File: config.mk
export PLATFORM = sky130hd
export DESIGN_NAME = reg_read_arbiter
export DESIGN_NICKNAME = d
export VERILOG_FILES = /design/src/rtl/reg_read_pkg.sv /design/src/rtl/rr_arbiter2.sv /design/src/rtl/reg_read_arbiter.sv
export SDC_FILE = /design/constraint.sdc
export NUM_CORES = 1
export LEC_CHECK = 0
export BUFFER_PORTS_ARGS = -buffer_cell sky130_fd_sc_hd__clkbuf_2
export CORE_MARGIN = 5
export CORE_UTILIZATION = 44
export DETAILED_ROUTE_END_ITERATION = 12
export GPL_ROUTABILITY_DRIVEN = 1
export PLACE_DENSITY = 0.8
export SLEW_MARGIN = 20
export SYNTH_ARGS = -nofsm -noshare
export SYNTH_HDL_FRONTEND = slang
export SYNTH_HIERARCHICAL = 1
export SYNTH_SLANG_ARGS = --single-unit
File: constraint.sdc
create_clock -name clk -period 3.8 [get_ports clk]
set_input_delay 0.38 -clock clk [delete_from_list [all_inputs] [get_ports clk]]
set_output_delay 0.38 -clock clk [all_outputs]
set_load 0.05 [all_outputs]
File: src/rtl/reg_read_pkg.sv
// Shared defaults and requester indices for the register-bank read arbiter.
// Included by the arbiter top and its round-robin sub-module.
package reg_read_pkg;

    localparam int DEF_DATA_W   = 16;
    localparam int DEF_ADDR_W   = 4;
    localparam bit DEF_ZERO_REG = 1'b1;

    localparam int REQ_DECODE = 0;
    localparam int REQ_DEBUG  = 1;

    typedef enum logic {
        RSP_EMPTY = 1'b0,
        RSP_FULL  = 1'b1
    } slot_state_e;

endpackage

File: src/rtl/rr_arbiter2.sv
// Two-way round-robin arbiter: a sole eligible requester always wins, a tie goes
// to the requester the rr pointer favours, and the pointer then moves to the loser.
module rr_arbiter2
    import reg_read_pkg::*;
(
    input  logic       clk,
    input  logic       reset_n,
    input  logic [1:0] eligible,
    output logic [1:0] grant
);

    logic rr_q;
    logic rr_d;

    always_comb begin
        grant = 2'b00;
        rr_d  = rr_q;
        if (eligible[REQ_DECODE] && eligible[REQ_DEBUG]) begin
            grant[rr_q] = 1'b1;
        end else begin
            grant = eligible;
        end
        if (grant[REQ_DECODE]) begin
            rr_d = 1'b1;
        end else if (grant[REQ_DEBUG]) begin
            rr_d = 1'b0;
        end
    end

    always_ff @(posedge clk or negedge reset_n) begin
        if (!reset_n) begin
            rr_q <= 1'b0;
        end else begin
            rr_q <= rr_d;
        end
    end

endmodule

File: src/rtl/reg_read_arbiter.sv
// Arbitrates decode/debug read requests onto the bank's single combinational
// read port and returns registered, write-forwarded snapshots per requester.
module reg_read_arbiter
    import reg_read_pkg::*;
#(
    parameter int DATA_W   = DEF_DATA_W,
    parameter int ADDR_W   = DEF_ADDR_W,
    parameter bit ZERO_REG = DEF_ZERO_REG
) (
    input  logic              clk,
    input  logic              reset_n,
    input  logic [1:0]        req_valid,
    input  logic [ADDR_W-1:0] req_addr0,
    input  logic [ADDR_W-1:0] req_addr1,
    output logic [1:0]        req_ready,
    output logic [1:0]        rsp_valid,
    output logic [DATA_W-1:0] rsp_data0,
    output logic [DATA_W-1:0] rsp_data1,
    input  logic [1:0]        rsp_ready,
    output logic [ADDR_W-1:0] bank_rd_addr,
    input  logic [DATA_W-1:0] bank_rd_data,
    input  logic              wr_en,
    input  logic [ADDR_W-1:0] wr_addr,
    input  logic [DATA_W-1:0] wr_data
);

    function automatic logic [DATA_W-1:0] capture_val(
        input logic [ADDR_W-1:0] addr,
        input logic              we,
        input logic [ADDR_W-1:0] waddr,
        input logic [DATA_W-1:0] wdata,
        input logic [DATA_W-1:0] rdata
    );
        if (ZERO_REG && (addr == '0)) begin
            return '0;
        end else if (we && (waddr == addr)) begin
            return wdata;
        end else begin
            return rdata;
        end
    endfunction

    slot_state_e       slot_q [2];
    slot_state_e       slot_d [2];
    logic [DATA_W-1:0] data_q [2];
    logic [DATA_W-1:0] data_d [2];

    logic [1:0]        slot_free;
    logic [1:0]        eligible;
    logic [1:0]        grant;
    logic [DATA_W-1:0] cap_data;

    always_comb begin
        for (int i = 0; i < 2; i++) begin
            rsp_valid[i] = (slot_q[i] == RSP_FULL);
        end
    end

    // Reset gating keeps req_ready low while reset_n is asserted.
    assign slot_free = ~rsp_valid | rsp_ready;
    assign eligible  = req_valid & slot_free & {2{reset_n}};
    assign req_ready = grant;

    rr_arbiter2 u_rr (
        .clk      (clk),
        .reset_n  (reset_n),
        .eligible (eligible),
        .grant    (grant)
    );

    assign bank_rd_addr = grant[REQ_DEBUG] ? req_addr1 : req_addr0;
    assign cap_data     = capture_val(bank_rd_addr, wr_en, wr_addr, wr_data, bank_rd_data);

    always_comb begin
        for (int i = 0; i < 2; i++) begin
            slot_d[i] = slot_q[i];
            data_d[i] = data_q[i];
            if (grant[i]) begin
                slot_d[i] = RSP_FULL;
                data_d[i] = cap_data;
            end else if (rsp_ready[i]) begin
                slot_d[i] = RSP_EMPTY;
            end
        end
    end

    always_ff @(posedge clk or negedge reset_n) begin
        if (!reset_n) begin
            for (int i = 0; i < 2; i++) begin
                slot_q[i] <= RSP_EMPTY;
                data_q[i] <= '0;
            end
        end else begin
            for (int i = 0; i < 2; i++) begin
                slot_q[i] <= slot_d[i];
                data_q[i] <= data_d[i];
            end
        end
    end

    assign rsp_data0 = data_q[REQ_DECODE];
    assign rsp_data1 = data_q[REQ_DEBUG];

endmodule

==> results.sh, run 1 <==
export IMPL_rsz_0062_raised_after_global_routing="false"
export IMPL_dieArea_sq_mm=0.00499
export IMPL_pin_count_of_the_biggest_net_entering_global_routing=22
export IMPL_layout_area_seq_sq_um=876
export IMPL_nFillCells=315
export IMPL_cts_root_buf="clkbuf_8"
export IMPL_max_vdd_ir_drop_mv=0.339
export IMPL_cp_data_arrival_time_ns=3.10
export IMPL_dieHeight_microns=70.7
export IMPL_cts_clk_slew_worst_paths_ns=0.06
export IMPL_grt_antenna_before_repair=0
export IMPL_worst_hold_path_type="in -> async"
export IMPL_finalCritPeriodShare=0.785
export IMPL_routed_via_density=5.04
export IMPL_flop2flop_setup_slack_ns=0.83
export IMPL_gpl_wtd_cong=0.841
export IMPL_critical_path_required_ns=3.91
export IMPL_gr_total_overflow=0
export IMPL_share_of_cell_area_taken_by_muxes_after_synthesis=0.141
export IMPL_synth_compound_gate_area_share=0.149
export IMPL_grt_usage=0.187
export IMPL_multi_input_area_sq_um=593
export IMPL_via_count_of_the_first_global_routing_pass=1519
export IMPL_yosys_area_share_simple=0.0510
export IMPL_drt_drc_violations_left=0
export IMPL_timing_setup_tns_ns=0
export IMPL_cts_htree_levels=2
export IMPL_crit_path_start="reset_n"
export IMPL_crit_path_end_kind="flop"
export IMPL_path_class="in -> reg"
export IMPL_first_iter_violations=97
export IMPL_placement_rows=22
export IMPL_worstMarginPinSlew_ns=0.974
export IMPL_run_status="completed"
export IMPL_post_cts_resized=0
export IMPL_slew_headroom=0.348
export IMPL_yosys_register_bits=35
export IMPL_numCtsBuffers=5
export IMPL_postPlaceCellArea_sq_mm=0.00213
export IMPL_crit_path_start_kind="primary input"
export IMPL_timing_clock_skew_ns=0.00366
export IMPL_synth_net_count=200
export IMPL_syn_to_final_growth_pct=37.2
export IMPL_synth_area_per_cell_sq_um=10.9
export IMPL_drt_first_pass_iters=4
export IMPL_drv_max_cap_violation_count=0
export IMPL_detail_route_wirelength_mm=4.42
export IMPL_coreArea_sq_mm=0.00361
export IMPL_largest_family_of_logic_cells_by_synthesized_area="compound AO/OA/AOI/OAI gates"
export IMPL_drv_slew=0
export IMPL_leakage_power_summed_over_all_cells_nw=1.17
export IMPL_synthXorXnorAreaFrac=0.0162
export IMPL_i_o_pin_total=91
export IMPL_timing_final_crit_period_ns=2.98
export IMPL_die_x_microns=70.7
export IMPL_starting_utilization_of_the_core_area=0.449
export IMPL_layout_cell_area_non_filler_sq_mm=0.00222
export IMPL_avg_wl_per_cell_microns=15.2
export IMPL_clock_sink_count=35
export IMPL_place_inst=283
export IMPL_synth_sequential_area_ratio=0.541
export IMPL_stdcell_count=290
export IMPL_post_synthesis_cell_type_count=21
export IMPL_syn_instance_count=149
export IMPL_reg2reg_depth=9
export IMPL_cts_hold_repair_buffers=0
export IMPL_worst_hold_margin_ns=0.00647
export IMPL_p_per_area_mw_per_mm2=594
export IMPL_worstPathMaxFanout=17
export IMPL_drive_above_1_share=0.450
export IMPL_antennaDiodeCount=0
export IMPL_antenna_violating_nets_post_route=0
export IMPL_fin_util=0.616
export IMPL_place_port_buffers=90
export IMPL_vias=1463
export IMPL_fmax_mhz=335
export IMPL_fin_nets=293
export IMPL_grt_pass1_wl_mm=7.38
export IMPL_rr_startpoint="rsp_valid[1]"
export IMPL_ctsLongestPathBuffers=2
export IMPL_report_final_hold_viol_count=0
export IMPL_synth_adder_area_share=0
export IMPL_crit_reg2reg_capture="rsp_data1[4]"
export IMPL_yosysWarningCount=6
export IMPL_mappedNetlistArea_sq_mm=0.00162
export IMPL_clk_latency_ns=0.28
export IMPL_detailed_place_hpwl_mm=3.39
export IMPL_cts_tree="yes"
export IMPL_final_setup_viol_count=0
export IMPL_cts_setup_buffers=0
-- worst max-delay path, stage by stage --
cell	delay, ns
clkbuf_2	0.32
and3_1	0.26
a21boi_2	0.53
mux2_2	0.43
xor2_1	0.17
nor4_4	0.24
buf_4	0.33
mux2i_1	0.32
o22ai_1	0.10
-- logic make-up (layout without fill, tap and decap cells) --
family                    count (synthesis)  after routing
and+or+nand+nor                          12             12
xor gates and xnor gates                  3              3
AOI/OAI and AO/OA                        37             37
buffers and inverters                    41            134
DFF                                      35             35
muxes                                    21             21
-- cell usage in the layout, fill, tap and decap left out --
cell type / instances
nor4_4: 1
o21ai_0: 1
o22ai_1: 32
and3_1: 2
mux2_4: 3
a21boi_1: 1
nor4_1: 1
clkbuf_2: 90
o41ai_4: 1
inv_1: 33
nand2_1: 2
nor2_1: 1
clkbuf_8: 6
a21boi_2: 1
xor2_1: 3
mux2i_1: 16
clkinv_2: 1
buf_4: 4
mux2_2: 2
dfrtp_1: 35
a21oi_1: 1
nand2b_1: 5
-- report_power, final --
part | total [mW] | internal [mW] | switching, mW
sequential | 0.498 | 0.451 | 0.0463
clock | 0.264 | 0.142 | 0.122
combinational | 0.558 | 0.137 | 0.421
-- metal layers --
metal	routed length, microns	global-route usage
met1	1940	0.250
met2	1870	0.272
met3	508	0.0795
met4	104	0.0647
met5	0	0
-- layout make-up --
class | count | area share
inverters | 33 | 0.0558
clock inverters | 1 | 0.00225
clock buffers | 6 | 0.0372
flip-flops and latches | 35 | 0.394
well taps | 48 | 0.0270
repair buffers | 94 | 0.216
multi-input cells | 73 | 0.267
-- worst max-delay path by stage --
| stage | end | slack (ns) |
|---|---|---|
| after floorplan | rsp_data1[0] | 0.25 |
| after global placement | rsp_data1[0] | 0.58 |
| after detailed placement | rsp_data1[13] | 0.48 |
| after CTS | rsp_data1[4] | 0.79 |
| after global routing | rsp_data1[13] | 0.56 |
| final | rsp_data1[4] | 0.82 |
-- synthesized netlist by cell type --
| library cell | number | share of area |
|---|---|---|
| buf_6 | 1 | 0.0070 |
| o21ai_0 | 1 | 0.0031 |
| nor2_1 | 1 | 0.0023 |
| inv_1 | 33 | 0.077 |
| dfrtp_1 | 35 | 0.54 |
| mux2_4 | 3 | 0.028 |
| nor4_4 | 1 | 0.013 |
| nor4_1 | 1 | 0.0039 |
| nand2b_1 | 5 | 0.019 |
| a21boi_0 | 1 | 0.0046 |
| and3_1 | 2 | 0.0077 |
| mux2_2 | 2 | 0.014 |
| clkbuf_1 | 6 | 0.014 |
| o22ai_1 | 32 | 0.12 |
| a21oi_1 | 1 | 0.0031 |
| xor2_1 | 3 | 0.016 |
| o41ai_2 | 1 | 0.010 |
| nand2_1 | 2 | 0.0046 |
| a21boi_1 | 1 | 0.0046 |
| buf_4 | 1 | 0.0046 |
| mux2i_1 | 16 | 0.099 |
-- state kept, by name, summed over array words and instances (netlist names) --
signal / cells
rsp_data0: 16
u_rr/rr_q: 1
rsp_valid: 2
rsp_data1: 16
-- stage by stage --
step / power, mW / setup WS (ns)
finish: 1.32 / 0.816
global route: 1.39 / 0.562
CTS: 1.33 / 0.790
detailed placement: 1.07 / 0.477
global placement: 1.06 / 0.579
floorplan: 0.908 / 0.255
Note: power is estimated with default switching activity, not from simulation.
==> run 2: changes to the inputs <==
--- a/config.mk
+++ b/config.mk
@@ -7,10 +7,10 @@
 export LEC_CHECK = 0
 export BUFFER_PORTS_ARGS = -buffer_cell sky130_fd_sc_hd__clkbuf_2
 export CORE_MARGIN = 5
-export CORE_UTILIZATION = 44
+export CORE_UTILIZATION = 39
 export DETAILED_ROUTE_END_ITERATION = 12
 export GPL_ROUTABILITY_DRIVEN = 1
-export PLACE_DENSITY = 0.8
+export PLACE_DENSITY = 0.75
 export SLEW_MARGIN = 20
 export SYNTH_ARGS = -nofsm -noshare
 export SYNTH_HDL_FRONTEND = slang
==> constraint.sdc (replaced) <==
create_clock -name clk -period 2.69 [get_ports clk]
set_input_delay 0.269 -clock clk [delete_from_list [all_inputs] [get_ports clk]]
set_output_delay 0.269 -clock clk [all_outputs]
set_load 0.05 [all_outputs]
==> results.sh, run 2 (synthesis results as in run 1) <==
export IMPL_power_switching_uw=852
export IMPL_first_iter_violations=58
export IMPL_comb_power_share=0.441
export IMPL_p_per_area_mw_per_mm2=773
export IMPL_leakage_power_summed_over_all_cells_nw=1.24
export IMPL_cts_htree_levels=2
export IMPL_clock_sink_count=35
export IMPL_cts_clk_slew_worst_paths_ns=0.07
export IMPL_worstMarginPinSlew_ns=0.996
export IMPL_design_power_total_mw=1.89
export IMPL_drv_slew=0
export IMPL_fmax_mhz=363
export IMPL_critical_path_max_stage_delay_ns=0.42
export IMPL_mostFrequentLayoutCell="clkbuf_2"
export IMPL_antenna_violating_nets_post_route=0
export IMPL_place_inst=287
export IMPL_coreArea_sq_mm=0.00400
export IMPL_final_setup_viol_count=27
export IMPL_drt_drc_violations_left=0
export IMPL_nFillCells=353
export IMPL_die_x_microns=74.4
export IMPL_grt_antenna_before_repair=0
export IMPL_gr_total_overflow=0
export IMPL_multi_input_area_sq_um=733
export IMPL_cp_data_arrival_time_ns=2.86
export IMPL_placement_rows=23
export IMPL_gpl_wtd_cong=0.831
export IMPL_critical_path_slowest_cell="nor4_4"
export IMPL_finalCritPeriodShare=1.02
export IMPL_postPlaceCellArea_sq_mm=0.00219
export IMPL_critical_path_n_buffers_inverters=2
export IMPL_detailed_place_hpwl_mm=3.47
export IMPL_worst_hold_margin_ns=0.0615
export IMPL_internal_power_consumption_mw=1.04
export IMPL_report_final_hold_viol_count=0
export IMPL_place_port_buffers=90
export IMPL_dieArea_sq_mm=0.00554
export IMPL_i_o_pin_total=91
export IMPL_starting_utilization_of_the_core_area=0.405
export IMPL_fin_util=0.613
export IMPL_commonest_non_fill_non_tap_cells_in_the_layout="clkbuf_2, inv_1, dfrtp_1"
export IMPL_timing_clock_skew_ns=0.00295
export IMPL_drv_max_cap_violation_count=0
export IMPL_cts_tree="yes"
export IMPL_timing_final_crit_period_ns=2.75
export IMPL_timing_setup_tns_ns=-1.06
export IMPL_dpl_worst_slack_ns=-0.0138
export IMPL_crit_path_cell_trace="nand2b_1, and3_4, a21boi_4, buf_4, mux2_4, xor2_1, nor4_4, buf_6, mux2i_1, o22ai_1"
export IMPL_slew_headroom=0.334
export IMPL_stdcell_count=301
export IMPL_rsz_0062_raised_after_global_routing="true"
export IMPL_avg_wl_per_cell_microns=16.0
export IMPL_worstPathMaxFanout=7
export IMPL_critical_path_required_ns=2.80
export IMPL_ctsLongestPathBuffers=2
export IMPL_share_clk_of_total_power=0.188
export IMPL_crit_path_start_kind="flop"
export IMPL_p_sw_frac=0.450
export IMPL_failed_checks="setup timing"
export IMPL_run_status="finished with violations"
export IMPL_layout_area_seq_sq_um=878
export IMPL_dieHeight_microns=74.4
export IMPL_numCtsBuffers=5
export IMPL_layout_cell_area_non_filler_sq_mm=0.00245
export IMPL_detail_route_wirelength_mm=4.82
export IMPL_pin_count_of_the_biggest_net_entering_global_routing=35
export IMPL_vias=1498
export IMPL_critPathTopFamily="simple AND/OR/NAND/NOR gates"
export IMPL_grt_usage=0.165
export IMPL_grt_pass1_wl_mm=7.10
export IMPL_drt_first_pass_iters=4
export IMPL_crit_path_end_kind="flop"
export IMPL_timing_final_ws_setup_ns=-0.0623
export IMPL_cts_root_buf="clkbuf_8"
export IMPL_path_class="reg -> reg"
export IMPL_worst_hold_path_type="in -> async"
export IMPL_max_vdd_ir_drop_mv=0.447
export IMPL_pwr_share_seq=0.371
export IMPL_syn_to_final_growth_pct=51.5
export IMPL_drive_above_1_share=0.526
export IMPL_via_count_of_the_first_global_routing_pass=1556
export IMPL_fin_nets=301
export IMPL_clk_latency_ns=0.28
export IMPL_antennaDiodeCount=0
export IMPL_routed_via_density=4.98
==> run 2: cell types whose count changed in the layout (fill, tap and decap cells not counted), moves of 2 or more <==
cell and delta:
mux2i_2 +3, and3_1 -2, dfrtp_2 +2, mux2i_1 -11, dfrtp_1 -2, clkbuf_1 +2
and3_4 +2, buf_4 +3, buf_6 +4, mux2i_4 +8
==> run 2: timing repair <==
action                     4_1_cts  5_1_grt
buffers inserted                 0        4
hold endpoints to repair         1        0
hold buffers                     1        0
gates cloned                     0        1
setup endpoints to repair        7       32
pin swaps                        0        2
gates resized for setup          2       24
==> run 2: worst register-to-register path: stages, from the launching register on <==
cell and delay [ns]:
dfrtp_2 0.40, nand2b_1 0.09, and3_4 0.20, a21boi_4 0.25, buf_4 0.15, mux2_4 0.30, xor2_1 0.18, nor4_4 0.42
buf_6 0.24, mux2i_1 0.26, o22ai_1 0.09
==> run 2: final cells by class <==
type,instances,share of cell area
Clock inverter,1,0.00204
Clock buffer,7,0.0311
Multi-Input combinational cell,73,0.299
Timing Repair Buffer,102,0.234
Sequential cell,35,0.358
Tap cell,50,0.0255
Inverter,33,0.0505
==> run 2: path summary, 6_finish.rpt <==
kind | from | endpoint | slack [ns] | cells after the start
worst max-delay path | rsp_valid[1] | rsp_data1[2] | -0.06 | 10
worst min-delay path | reset_n | u_rr/rr_q | 0.06 | 2
worst max register to register | rsp_valid[1] | rsp_data1[2] | -0.06 | 10
worst min register to register | u_rr/rr_q | u_rr/rr_q | 0.52 | 1
max in group asynchronous | reset_n | rsp_valid[1] | 2.24 | 2
min in group clk | rsp_ready[0] | rsp_valid[0] | 0.27 | 3
==> run 2: per-layer routing <==
metal / routed length (microns) / global-route usage
met1: 1880 / 0.211
met2: 2560 / 0.274
met3: 314 / 0.0419
met4: 65 / 0.0553
met5: 0 / 0
==> run 2: power by group through the flow <==
stage	logic, mW	registers (mW)	clock network (mW)
finish	0.836	0.703	0.356
global route	0.882	0.717	0.387
CTS	0.808	0.703	0.363
detailed placement	0.805	0.711	0
global placement	0.795	0.709	0
floorplan	0.205	1.08	0
==> run 3: changes to the inputs <==
--- a/config.mk
+++ b/config.mk
@@ -6,6 +6,7 @@
 export NUM_CORES = 1
 export LEC_CHECK = 0
 export BUFFER_PORTS_ARGS = -buffer_cell sky130_fd_sc_hd__clkbuf_2
+export CORE_ASPECT_RATIO = 1.4
 export CORE_MARGIN = 5
 export CORE_UTILIZATION = 39
 export DETAILED_ROUTE_END_ITERATION = 12
==> results.sh, run 3 (synthesis results as in run 1) <==
export IMPL_place_inst=288
export IMPL_placement_rows=27
export IMPL_path_class="reg -> reg"
export IMPL_gr_total_overflow=0
export IMPL_clock_sink_count=35
export IMPL_coreArea_sq_mm=0.00399
export IMPL_gpl_wtd_cong=0.790
export IMPL_cts_clk_slew_worst_paths_ns=0.07
export IMPL_grt_antenna_before_repair=0
export IMPL_stdcell_count=299
export IMPL_ctsLongestPathBuffers=2
export IMPL_detail_route_wirelength_mm=4.98
export IMPL_final_setup_viol_count=4
export IMPL_worstMarginPinSlew_ns=0.646
export IMPL_grt_usage=0.178
export IMPL_cts_tree="yes"
export IMPL_pin_count_of_the_biggest_net_entering_global_routing=35
export IMPL_timing_final_crit_period_ns=2.70
export IMPL_antenna_violating_nets_post_route=0
export IMPL_first_iter_violations=31
export IMPL_via_count_of_the_first_global_routing_pass=1634
export IMPL_timing_clock_skew_ns=0.00350
export IMPL_dieArea_sq_mm=0.00556
export IMPL_report_final_hold_viol_count=0
export IMPL_crit_path_cell_trace="nand2b_1, and3_4, a21boi_4, buf_6, mux2_4, xor2_2, nor4_4, buf_6, mux2i_2, o22ai_1"
export IMPL_slew_headroom=0.568
export IMPL_run_status="finished with violations"
export IMPL_worstPathMaxFanout=6
export IMPL_crit_top_cell="buf_6"
export IMPL_power_switching_uw=877
export IMPL_met1Wirelength_mm=2.01
export IMPL_p_per_area_mw_per_mm2=802
export IMPL_worst_hold_path_type="in -> async"
export IMPL_max_vdd_ir_drop_mv=0.483
export IMPL_failed_checks="setup timing"
export IMPL_internal_power_consumption_mw=1.17
export IMPL_routed_via_density=5.15
export IMPL_numCtsBuffers=5
export IMPL_drv_max_cap_violation_count=0
export IMPL_place_port_buffers=90
export IMPL_die_x_microns=64.5
export IMPL_syn_to_final_growth_pct=57.9
export IMPL_dieHeight_microns=86.2
export IMPL_finalCritPeriodShare=1.00
export IMPL_fin_nets=306
export IMPL_met3WireLength_microns=358
export IMPL_critical_path_max_stage_delay_ns=0.42
export IMPL_critical_path_slowest_cell="nor4_4"
export IMPL_leakage_power_summed_over_all_cells_nw=1.31
export IMPL_grt_pass1_wl_mm=7.76
export IMPL_detailed_place_hpwl_mm=3.65
export IMPL_antennaDiodeCount=0
export IMPL_cp_data_arrival_time_ns=2.84
export IMPL_critical_path_required_ns=2.82
export IMPL_mostFrequentLayoutCell="clkbuf_2"
export IMPL_timing_final_ws_setup_ns=-0.0133
export IMPL_pwr_share_seq=0.343
export IMPL_share_clk_of_total_power=0.237
export IMPL_drv_slew=0
export IMPL_design_power_total_mw=2.05
export IMPL_avg_wl_per_cell_microns=16.6
export IMPL_fin_util=0.641
export IMPL_comb_power_share=0.420
export IMPL_starting_utilization_of_the_core_area=0.406
export IMPL_rsz_0062_raised_after_global_routing="true"
export IMPL_drive_above_1_share=0.574
export IMPL_i_o_pin_total=91
export IMPL_vias=1539
export IMPL_cts_root_buf="clkbuf_8"
export IMPL_crit_path_start="rsp_valid[1]"
export IMPL_cts_htree_levels=2
export IMPL_crit_path_start_kind="flop"
export IMPL_timing_setup_tns_ns=-0.0266
export IMPL_crit_path_end_kind="flop"
export IMPL_layout_cell_area_non_filler_sq_mm=0.00256
export IMPL_postPlaceCellArea_sq_mm=0.00222
export IMPL_rr_startpoint="rsp_valid[1]"
export IMPL_commonest_non_fill_non_tap_cells_in_the_layout="clkbuf_2, inv_1, dfrtp_1"
export IMPL_p_sw_frac=0.427
export IMPL_drt_first_pass_iters=4
export IMPL_drt_drc_violations_left=0
export IMPL_top_layer_used="met4"
export IMPL_fmax_mhz=370
export IMPL_dr_wl_met2_mm=2.51
export IMPL_clk_latency_ns=0.28
## run 3: cell count changes in the layout (fill, tap and decap cells not counted), moves of 2 or more
cell	previous run	this run
mux2_4	3	5
o22ai_2	0	5
mux2_2	2	0
o22ai_1	32	27
mux2i_1	5	1
clkbuf_1	2	0
mux2i_2	3	7
buf_4	7	11
## run 3: stage by stage
stage	setup slack (ns)	hold slack, ns
CTS	0.0209	0.105
detailed placement	0.0231	0.0862
global placement	0.0958	0.0846
finish	-0.0133	0.102
floorplan	-0.532	-0.0266
global route	-0.127	0.138
## run 3: what timing repair did
action,CTS,global route
buffers inserted,0,2
hold endpoints to repair,1,0
endpoints found under the setup margin,0,31
gates resized for setup,0,36
hold buffers,1,0
## run 3: area by class of cell
cell class              instances  area, sq um
clock buffers                   6         82.6
repair buffers                107          599
inverters                      33          124
well taps                      43         53.8
flip-flops and latches         35          878
fillers                       333         1430
multi-input cells              73          783
clock inverters                 2         35.0
## run 3: layer usage
layer	vias to the layer above	global-route usage
li1	724	-
met4	0	0.0654
met1	736	0.216
met5	-	0
met3	11	0.0493
met2	68	0.300
## run 3: power groups by stage
stage                     combinational (mW)  clock [mW]  sequential (mW)
after CTS                              0.817       0.498            0.703
after detailed placement               0.815           0            0.712
after global placement                 0.803           0            0.711
after floorplan                        0.205           0             1.08
after global routing                   0.910       0.523            0.719
final                                  0.861       0.487            0.704
## run 3: worst paths after layout
check / to / slack (ns) / cells past startpoint
min in group clk: rsp_data0[15] / 0.27 / 3
worst min register to register: u_rr/rr_q / 0.50 / 1
worst max register to register: rsp_data0[7] / -0.01 / 10
worst max-delay path: rsp_data0[7] / -0.01 / 10
worst min-delay path: rsp_data1[2] / 0.10 / 2
max in group asynchronous: rsp_valid[0] / 2.17 / 2
## run 3: worst max-delay path: cells and delay by family (launching register included)
kind            cells  cell delay (ns)
simple gates        3             0.69
mux                 2             0.58
buf+inv             2             0.38
xor+xnor            1             0.16
compound gates      2             0.34
flops               1             0.40
